**src/rtl/snake_engine.sv**
```systemverilog
// Snake game-state core: segment storage, stepping, grow/collision and the per-pixel cell lookup.
// Optional build macro SNAKE_WRAP_EN removes the walls and wraps the head around the grid edges.
module snake_engine #(
  parameter int MAX_LEN  = 16,
  parameter int INIT_LEN = 3
) (
  input  logic       clk,
  input  logic       rst,
  input  logic       start,
  input  logic       step_en,
  input  logic [1:0] dir,
  input  logic [5:0] apple_x,
  input  logic [4:0] apple_y,
  input  logic [9:0] x_pos,
  input  logic [9:0] y_pos,
  output logic [1:0] snake,
  output logic       eat,
  output logic [6:0] length,
  output logic       game_over
);

  localparam logic [1:0] S_IDLE = 2'd0;
  localparam logic [1:0] S_RUN  = 2'd1;
  localparam logic [1:0] S_OVER = 2'd2;

  localparam logic [1:0] D_UP    = 2'b00;
  localparam logic [1:0] D_DOWN  = 2'b01;
  localparam logic [1:0] D_LEFT  = 2'b10;
  localparam logic [1:0] D_RIGHT = 2'b11;

  localparam logic [1:0] C_NONE = 2'b00;
  localparam logic [1:0] C_HEAD = 2'b01;
  localparam logic [1:0] C_BODY = 2'b10;
  localparam logic [1:0] C_WALL = 2'b11;

  localparam logic [6:0] LEN_INIT = 7'(INIT_LEN);
  localparam logic [6:0] LEN_MAX  = 7'(MAX_LEN);

  logic [1:0] r_state;
  logic [5:0] r_seg_x [MAX_LEN];
  logic [4:0] r_seg_y [MAX_LEN];
  logic [6:0] r_len;
  logic [1:0] r_dir;
  logic       r_eat;
  logic [1:0] r_snake;

  logic [1:0] w_dir;
  logic [5:0] w_nx;
  logic [4:0] w_ny;
  logic       w_grow;
  logic       w_wall;
  logic       w_self;
  logic [6:0] w_lim;
  logic       w_load;
  logic       w_move;
  logic       w_crash;

  logic [5:0] w_cx;
  logic [5:0] w_cy;
  logic       w_border;
  logic       w_head;
  logic       w_body;
  logic [1:0] w_code;

  // Next head position, grow and collision decision for a step.
  always_comb begin
    // The reverse of any direction differs only in bit 0.
    if (dir == {r_dir[1], ~r_dir[0]}) begin
      w_dir = r_dir;
    end else begin
      w_dir = dir;
    end
    w_nx = r_seg_x[0];
    w_ny = r_seg_y[0];
    // Edge wrap is harmless without SNAKE_WRAP_EN: a live head never sits on a border cell there.
    case (w_dir)
      D_UP:    w_ny = (r_seg_y[0] == 5'd0)  ? 5'd29 : r_seg_y[0] - 5'd1;
      D_DOWN:  w_ny = (r_seg_y[0] == 5'd29) ? 5'd0  : r_seg_y[0] + 5'd1;
      D_LEFT:  w_nx = (r_seg_x[0] == 6'd0)  ? 6'd39 : r_seg_x[0] - 6'd1;
      D_RIGHT: w_nx = (r_seg_x[0] == 6'd39) ? 6'd0  : r_seg_x[0] + 6'd1;
      default: w_nx = r_seg_x[0];
    endcase
    w_grow = (w_nx == apple_x) && (w_ny == apple_y);
`ifdef SNAKE_WRAP_EN
    w_wall = 1'b0;
`else
    w_wall = (w_nx == 6'd0) || (w_nx == 6'd39) || (w_ny == 5'd0) || (w_ny == 5'd29);
`endif
    // The tail vacates its cell on a plain move, so it only counts when growing.
    w_lim  = w_grow ? r_len : r_len - 7'd1;
    w_self = 1'b0;
    for (int i = 1; i < MAX_LEN; i++) begin
      w_self = w_self | ((7'(i) < w_lim) && (r_seg_x[i] == w_nx) && (r_seg_y[i] == w_ny));
    end
    w_load  = start && (r_state != S_RUN);
    w_crash = (r_state == S_RUN) && step_en && (w_wall || w_self);
    w_move  = (r_state == S_RUN) && step_en && !(w_wall || w_self);
  end

  // Classify the grid cell under the scan position.
  always_comb begin
    w_cx = x_pos[9:4];
    w_cy = y_pos[9:4];
`ifdef SNAKE_WRAP_EN
    w_border = 1'b0;
`else
    w_border = (w_cx == 6'd0) || (w_cx == 6'd39) || (w_cy == 6'd0) || (w_cy == 6'd29);
`endif
    w_head = (r_seg_x[0] == w_cx) && ({1'b0, r_seg_y[0]} == w_cy);
    w_body = 1'b0;
    for (int i = 1; i < MAX_LEN; i++) begin
      w_body = w_body | ((7'(i) < r_len) && (r_seg_x[i] == w_cx) && ({1'b0, r_seg_y[i]} == w_cy));
    end
    if ((x_pos >= 10'd640) || (y_pos >= 10'd480)) begin
      w_code = C_NONE;
    end else if (w_border) begin
      w_code = C_WALL;
    end else if (w_head) begin
      w_code = C_HEAD;
    end else if (w_body) begin
      w_code = C_BODY;
    end else begin
      w_code = C_NONE;
    end
  end

  // Game FSM, segment shift register, length and eat pulse.
  always_ff @(posedge clk or negedge rst) begin
    if (!rst) begin
      r_state <= S_IDLE;
      r_len   <= LEN_INIT;
      r_dir   <= D_RIGHT;
      r_eat   <= 1'b0;
      for (int i = 0; i < MAX_LEN; i++) begin
        r_seg_x[i] <= 6'd20 - 6'(i);
        r_seg_y[i] <= 5'd15;
      end
    end else begin
      r_eat <= 1'b0;
      if (w_load) begin
        r_state <= S_RUN;
        r_len   <= LEN_INIT;
        r_dir   <= D_RIGHT;
        for (int i = 0; i < MAX_LEN; i++) begin
          r_seg_x[i] <= 6'd20 - 6'(i);
          r_seg_y[i] <= 5'd15;
        end
      end else if (w_crash) begin
        r_state <= S_OVER;
      end else if (w_move) begin
        r_dir      <= w_dir;
        r_seg_x[0] <= w_nx;
        r_seg_y[0] <= w_ny;
        for (int i = 1; i < MAX_LEN; i++) begin
          r_seg_x[i] <= r_seg_x[i-1];
          r_seg_y[i] <= r_seg_y[i-1];
        end
        r_eat <= w_grow;
        if (w_grow && (r_len < LEN_MAX)) begin
          r_len <= r_len + 7'd1;
        end else begin
          r_len <= r_len;
        end
      end else begin
        r_state <= r_state;
      end
    end
  end

  // Registered cell code for the VGA stage.
  always_ff @(posedge clk or negedge rst) begin
    if (!rst) begin
      r_snake <= C_NONE;
    end else begin
      r_snake <= w_code;
    end
  end

  assign snake     = r_snake;
  assign eat       = r_eat;
  assign length    = r_len;
  assign game_over = (r_state == S_OVER);

endmodule

```
**config.mk**
```make
export PLATFORM = sky130hd
export DESIGN_NAME = snake_engine
export DESIGN_NICKNAME = d
export VERILOG_FILES = /design/src/rtl/snake_engine.sv
export SDC_FILE = /design/constraint.sdc
export NUM_CORES = 1
export LEC_CHECK = 0
export BUFFER_PORTS_ARGS = -buffer_cell sky130_fd_sc_hd__buf_2
export CORE_MARGIN = 8
export CORE_UTILIZATION = 39
export DETAILED_ROUTE_END_ITERATION = 10
export SLEW_MARGIN = 0
export SYNTH_ARGS = -nofsm -noshare
export SYNTH_HDL_FRONTEND = slang
export SYNTH_SLANG_ARGS = --single-unit
```
**constraint.sdc**
```tcl
create_clock -name clk -period 11.15 [get_ports clk]
set_input_delay 0.5575 -clock clk [delete_from_list [all_inputs] [get_ports clk]]
set_output_delay 0.5575 -clock clk [all_outputs]
set_load 0.005 [all_outputs]
```
==> flow_metrics.env, run 1 <==
export IMPL_syn_nets=1847
export IMPL_via_per_inst=6.25
export IMPL_fmax_ghz=0.136
export IMPL_gp_congestion=0.963
export IMPL_core_um2=37700
export IMPL_cts_num_sinks=190
export IMPL_fin_tns_setup_ns=0
export IMPL_rsz0062_at_grt="no"
export IMPL_die_w_um=211
export IMPL_dpl_cell_count=2208
export IMPL_fin_nets=1762
export IMPL_synthToLayoutAreaGrowth_pct=6.45
export IMPL_synth_distinct_cells=95
export IMPL_layout_drive_gt1_share_pct=13.9
export IMPL_seq_area_frac_synth_pct=32.8
export IMPL_synthesis_area_um2=14900
export IMPL_die_h_um=211
export IMPL_ant_nets=0
export IMPL_place_hpwl_um=36700
export IMPL_fin_util_pct=42.1
export IMPL_cts_buffers_inserted=17
export IMPL_grtUsageTotal_pct=25.0
export IMPL_fin_skew_ns=0.0159
export IMPL_routedWlPerCell_um=25.1
export IMPL_criticalPathCategory="reg -> reg"
export IMPL_yosys_warnings=0
export IMPL_setup_viol=0
export IMPL_num_vias=14000
export IMPL_slew_headroom_pct=10.5
export IMPL_synth_ff_latch_count=190
export IMPL_path_clk_slew_ns=0.07
export IMPL_cts_tree="built"
export IMPL_row_count=71
export IMPL_status="complete, no violations"
export IMPL_cts_hold_repair_buffers=0
export IMPL_arrival_ns=7.75
export IMPL_maxCapViolations=0
export IMPL_cts_root_buf="clkbuf_16"
export IMPL_stdcell_area_um2=15900
export IMPL_synthArstFlopShare_pct=100
export IMPL_clock_latency_ns=0.47
export IMPL_dieArea_um2=44700
export IMPL_finalMaxSlewViolations=0
export IMPL_post_cts_resized=0
export IMPL_fin_crit_sh_pct=66.1
export IMPL_initial_core_util_pct=39.6
export IMPL_wirelength_um=56400
export IMPL_drc=0
export IMPL_synth_edf_count=0
export IMPL_grt_overflow=0
export IMPL_antenna_found_initial=2
export IMPL_crit_fanout=102
export IMPL_place_ws_ns=4.05
export IMPL_io_pins=48
export IMPL_crit_required_ns=11.52
export IMPL_hold_violations=0
export IMPL_clock_path_buffers=2
export IMPL_drt_first_pass_iters=6
export IMPL_finalNonFillerCells=2242
export IMPL_postCtsSetupRepairBufs=0
export IMPL_cp_end_kind="flop"
export IMPL_start_kind="flop"
export IMPL_hp_class="in -> async"
export IMPL_grt_max_degree=178
export IMPL_synth_flop_cell="dfstp_2"
export IMPL_grt_pass1_vias=13500
export IMPL_p_per_area_nw_per_um2=350
export IMPL_drt_iter0_drc=1890
export IMPL_leakagePower_nw=6.12
export IMPL_fin_ws_ns=3.78
export IMPL_netlist_instances=1801
export IMPL_worst_pin_slew_ns=1.34
export IMPL_ir_drop_mv=0.159
export IMPL_place_area_um2=15300
export IMPL_grt_pass1_wl_um=85900
export IMPL_syn_avg_cell_area_um2=8.28
export IMPL_portBuffers=39
export IMPL_htree_num_levels=4
export IMPL_min_period_ns=7.37
-- worst max-delay path: stages (launching register included) --
cell and delay [ns]:
dfstp_2 0.48, inv_1 0.30, ha_1 0.30, nor4b_1 0.64, a211oi_1 0.28, a211oi_2 0.76, buf_4 0.37, xnor2_1 0.24
o211ai_2 0.32, or4_1 0.55, mux2i_1 0.18, o221ai_1 0.19, nor4_2 0.39, and4_4 0.83, buf_4 0.93, nand3_1 0.22
o21ai_1 0.14
-- registers in the layout, summed over array words and instances (netlist names) --
register / cells
snake: 2
r_seg_y: 80
r_state: 2
eat: 1
r_seg_x: 96
r_dir: 2
length: 7
-- through the flow --
stage                     power, W  hold slack (ns)
after global placement     0.00475            0.495
after global routing       0.00590            0.112
after detailed placement   0.00483            0.496
final                      0.00555           0.0711
after floorplan            0.00392            0.262
after CTS                  0.00549           0.0779
-- per-layer routing --
layer | track usage (%) | up-vias | share of wire [%]
li1 | - | 6186 | -
met1 | 34.3 | 6930 | 43
met2 | 37.6 | 729 | 44
met3 | 4.64 | 154 | 8.9
met4 | 11.7 | 4 | 4.6
met5 | 0 | - | 0.041
-- synth_stat cells, types with 9 or more instances --
library cell	count	area, um2
nand2_1	128	480
and2_1	9	56.3
nor3b_1	9	67.6
inv_1	21	78.8
o21ai_0	39	195
buf_2	35	175
dfstp_2	105	2760
nor4_1	45	282
clkbuf_1	98	368
ha_1	9	113
nand3_1	192	961
a31oi_1	9	56.3
xor2_1	207	1810
xnor2_1	133	1160
nor2_1	144	541
mux2i_1	24	240
nor3_1	26	130
buf_1	17	63.8
or4_1	19	143
dfrtp_1	85	2130
o31ai_1	12	90.1
or3_1	10	62.6
a2111oi_0	11	96.3
a21oi_1	37	185
nand4_1	40	250
buf_4	15	113
a211oi_1	9	67.6
o21ai_1	150	751
o2111ai_1	9	78.8
-- logic make-up after synthesis --
kind of cell | synth area share, %
compound gates | 15.4
buf+inv | 5.51
mux | 2.22
simple gates | 22.9
flops | 32.8
fa+ha+maj | 0.755
xor+xnor | 20.3
-- final cells by class --
cell class	instances	area, um2
Fill cell	3864	21800
Sequential cell	190	4890
Clock buffer	22	474
Multi-Input combinational cell	1423	9260
Clock inverter	10	125
Inverter	21	78.8
Antenna cell	2	5.00
Timing Repair Buffer	63	397
Tap cell	511	639
-- cell usage in the layout, fill, tap and decap left out, drive strengths merged, types with 11 or more instances in the layout --
cell type,netlist,layout
xor2,208,208
nand3,192,192
o21ai,191,191
nor2,145,145
xnor2,134,134
nand2,130,130
dfstp,105,105
dfrtp,85,85
buf,69,62
nor4,47,47
nand4,41,41
a21oi,37,37
nor3,26,26
inv,21,26
mux2i,25,25
clkbuf,98,23
or4,19,19
o31ai,12,12
a2111oi,11,11
or3,11,11
-- path summary, 6_finish.rpt --
path                                         start                 endpoint  slack (ns)  depth (start not counted)
max                        r_seg_y[75]$_DFFE_PN1P_  r_seg_y[33]$_DFFE_PN1P_        3.78                         16
min                                            rst  r_seg_y[59]$_DFFE_PN0P_        0.07                          1
max reg2reg                r_seg_y[75]$_DFFE_PN1P_  r_seg_y[33]$_DFFE_PN1P_        3.78                         16
min reg2reg                r_seg_y[20]$_DFFE_PN1P_  r_seg_y[15]$_DFFE_PN1P_        0.51                          2
max in group asynchronous                      rst  r_seg_x[47]$_DFFE_PN0P_        8.99                          3
min in group clk                             start   r_state[1]$_DFFE_PN0P_        0.33                          2
-- power by group --
part           switching (W)  internal, W  leakage, nW
clock network       0.000298     0.000352        0.293
registers           0.000595      0.00114         2.23
logic                0.00199      0.00117         3.59
(Power assumes the default switching activity.)
==> run 2, diff against run 1 <==
- clock period: 11.15 -> 6.6 ns (I/O delays scaled with it)
==> flow_metrics.env, run 2 (synthesized netlist as in run 1, its figures left out) <==
export IMPL_finalMaxSlewViolations=0
export IMPL_fin_tns_setup_ns=0
export IMPL_criticalPathCategory="reg -> reg"
export IMPL_fin_skew_ns=0.0165
export IMPL_mostFrequentLayoutCells="xor2_1 (207), nand3_1 (192), o21ai_1 (150)"
export IMPL_ant_nets=0
export IMPL_cpPeakStageDelay_ns=1.01
export IMPL_post_cts_resized=0
export IMPL_hp_class="in -> reg"
export IMPL_multi_input_area_um2=9240
export IMPL_hold_violations=0
export IMPL_largest_register_ffs=96
export IMPL_setup_viol=0
export IMPL_die_h_um=211
export IMPL_final_common_cell="xor2_1"
export IMPL_status="complete, no violations"
export IMPL_dieArea_um2=44700
export IMPL_worst_pin_slew_ns=1.18
export IMPL_cts_buffers_inserted=17
export IMPL_drt_iter0_drc=1580
export IMPL_num_vias=14000
export IMPL_ir_drop_mv=0.290
export IMPL_drc=0
export IMPL_slew_headroom_pct=19.3
export IMPL_fmax_ghz=0.165
export IMPL_grtUsageTotal_pct=25.4
export IMPL_cts_root_buf="clkbuf_16"
export IMPL_portBuffers=39
export IMPL_antenna_found_initial=2
export IMPL_clock_latency_ns=0.47
export IMPL_gp_congestion=0.978
export IMPL_postCtsSetupRepairBufs=0
export IMPL_fin_nets=1787
export IMPL_start_kind="flop"
export IMPL_maxCapViolations=0
export IMPL_via_per_inst=6.19
export IMPL_core_um2=37700
export IMPL_p_per_area_nw_per_um2=592
export IMPL_cts_tree="built"
export IMPL_grt_overflow=0
export IMPL_layout_drive_gt1_share_pct=15.1
export IMPL_crit_chain="mux2i_1 > a221oi_1 > o21ai_2 > buf_4 > xnor2_1 > nand4_1 > or3_1 > a2111oi_0 > a31oi_1 > nor3b_1 > a31o_2 > nand4_2 > nor2_4 > buf_12 > o31ai_1"
export IMPL_top_register="r_seg_x"
export IMPL_cts_num_sinks=190
export IMPL_leakagePower_nw=6.24
export IMPL_rsz0062_at_grt="no"
export IMPL_cp_end_kind="flop"
export IMPL_cts_hold_repair_buffers=1
export IMPL_crit_fanout=113
export IMPL_io_pins=48
export IMPL_clock_path_buffers=2
export IMPL_fin_crit_sh_pct=91.9
export IMPL_wirelength_um=56800
export IMPL_grt_pass1_wl_um=86900
export IMPL_place_hpwl_um=38400
export IMPL_arrival_ns=6.43
export IMPL_grt_max_degree=114
export IMPL_min_period_ns=6.07
export IMPL_nFillCells=3875
export IMPL_path_clk_slew_ns=0.08
export IMPL_routedWlPerCell_um=25.1
export IMPL_die_w_um=211
export IMPL_diodes=0
export IMPL_synthToLayoutAreaGrowth_pct=7.82
export IMPL_grt_pass1_vias=13600
export IMPL_seq_area_um2=4890
export IMPL_cp_slowest_cell="a2111oi_0"
export IMPL_initial_core_util_pct=39.6
export IMPL_cp_top_family="compound AO/OA/AOI/OAI gates"
export IMPL_fin_util_pct=42.7
export IMPL_crit_required_ns=6.96
export IMPL_row_count=71
export IMPL_drt_first_pass_iters=5
export IMPL_htree_num_levels=4
export IMPL_path_buf_inv=2
run 2: cell types whose count changed in the layout (fill, tap and decap cells not counted), moves of 2 or more:
| cell | before | now |
|---|---|---|
| buf_4 | 23 | 44 |
| buf_12 | 1 | 4 |
| clkinvlp_4 | 1 | 4 |
| inv_6 | 5 | 2 |
| clkbuf_8 | 4 | 2 |
| clkinv_4 | 1 | 3 |
| diode_2 | 2 | 0 |
| inv_8 | 0 | 2 |
run 2: per-stage QoR:
step | setup slack (ns) | total power (W) | instance area [um2] | std cells | hold WS, ns
floorplan | 1.99 | 0.00662 | 14900 | 1801 | 0.0344
global placement | 0.744 | 0.00819 | 15500 | 2232 | 0.348
detailed placement | 0.728 | 0.00831 | 15500 | 2232 | 0.351
CTS | 0.682 | 0.00943 | 16100 | 2265 | 0.0748
global route | 0.264 | 0.0101 | 16100 | 2265 | 0.112
finish | 0.531 | 0.00951 | 16100 | 2265 | 0.0893
run 2: area by class of cell:
type	count	area share, %
clock inverters	13	0.973
flip-flops and latches	190	30.4
well taps	511	3.98
repair buffers	88	3.88
clock buffers	19	2.76
multi-input cells	1423	57.5
inverters	21	0.490
run 2: path summary, 6_finish.rpt:
kind	end	cells after the start	startpoint	slack [ns]
max	r_seg_y[44]$_DFFE_PN0P_	15	r_dir[1]$_DFFE_PN1P_	0.53
min	r_state[1]$_DFFE_PN0P_	2	start	0.09
max reg2reg	r_seg_y[44]$_DFFE_PN0P_	15	r_dir[1]$_DFFE_PN1P_	0.53
min reg2reg	r_seg_y[22]$_DFFE_PN1P_	2	r_seg_y[27]$_DFFE_PN1P_	0.50
max in group asynchronous	r_seg_x[4]$_DFFE_PN0P_	3	rst	4.89
min in group asynchronous	r_seg_x[68]$_DFFE_PN0P_	2	rst	0.39
run 2: worst register-to-register path: stages, from the launching register on:
cell and delay, ns:
dfstp_2 0.66, mux2i_1 0.71, a221oi_1 0.15, o21ai_2 0.63, buf_4 0.33, xnor2_1 0.14
nand4_1 0.10, or3_1 0.32, a2111oi_0 1.01, a31oi_1 0.24, nor3b_1 0.25, a31o_2 0.29
nand4_2 0.10, nor2_4 0.16, buf_12 0.30, o31ai_1 0.56
run 2: power breakdown:
group	switching, W	internal (W)
Combinational	0.00344	0.00208
Clock	0.000520	0.000578
Sequential	0.000961	0.00193
Total	0.00492	0.00459
run 2: routing by layer:
layer  vias up  part of all wire [%]  track usage [%]
li1       6244                     -                -
met1      6923                    43             34.8
met2       709                    43             38.1
met3       142                   8.9             5.15
met4         4                   4.3             11.4
met5         -                 0.035                0
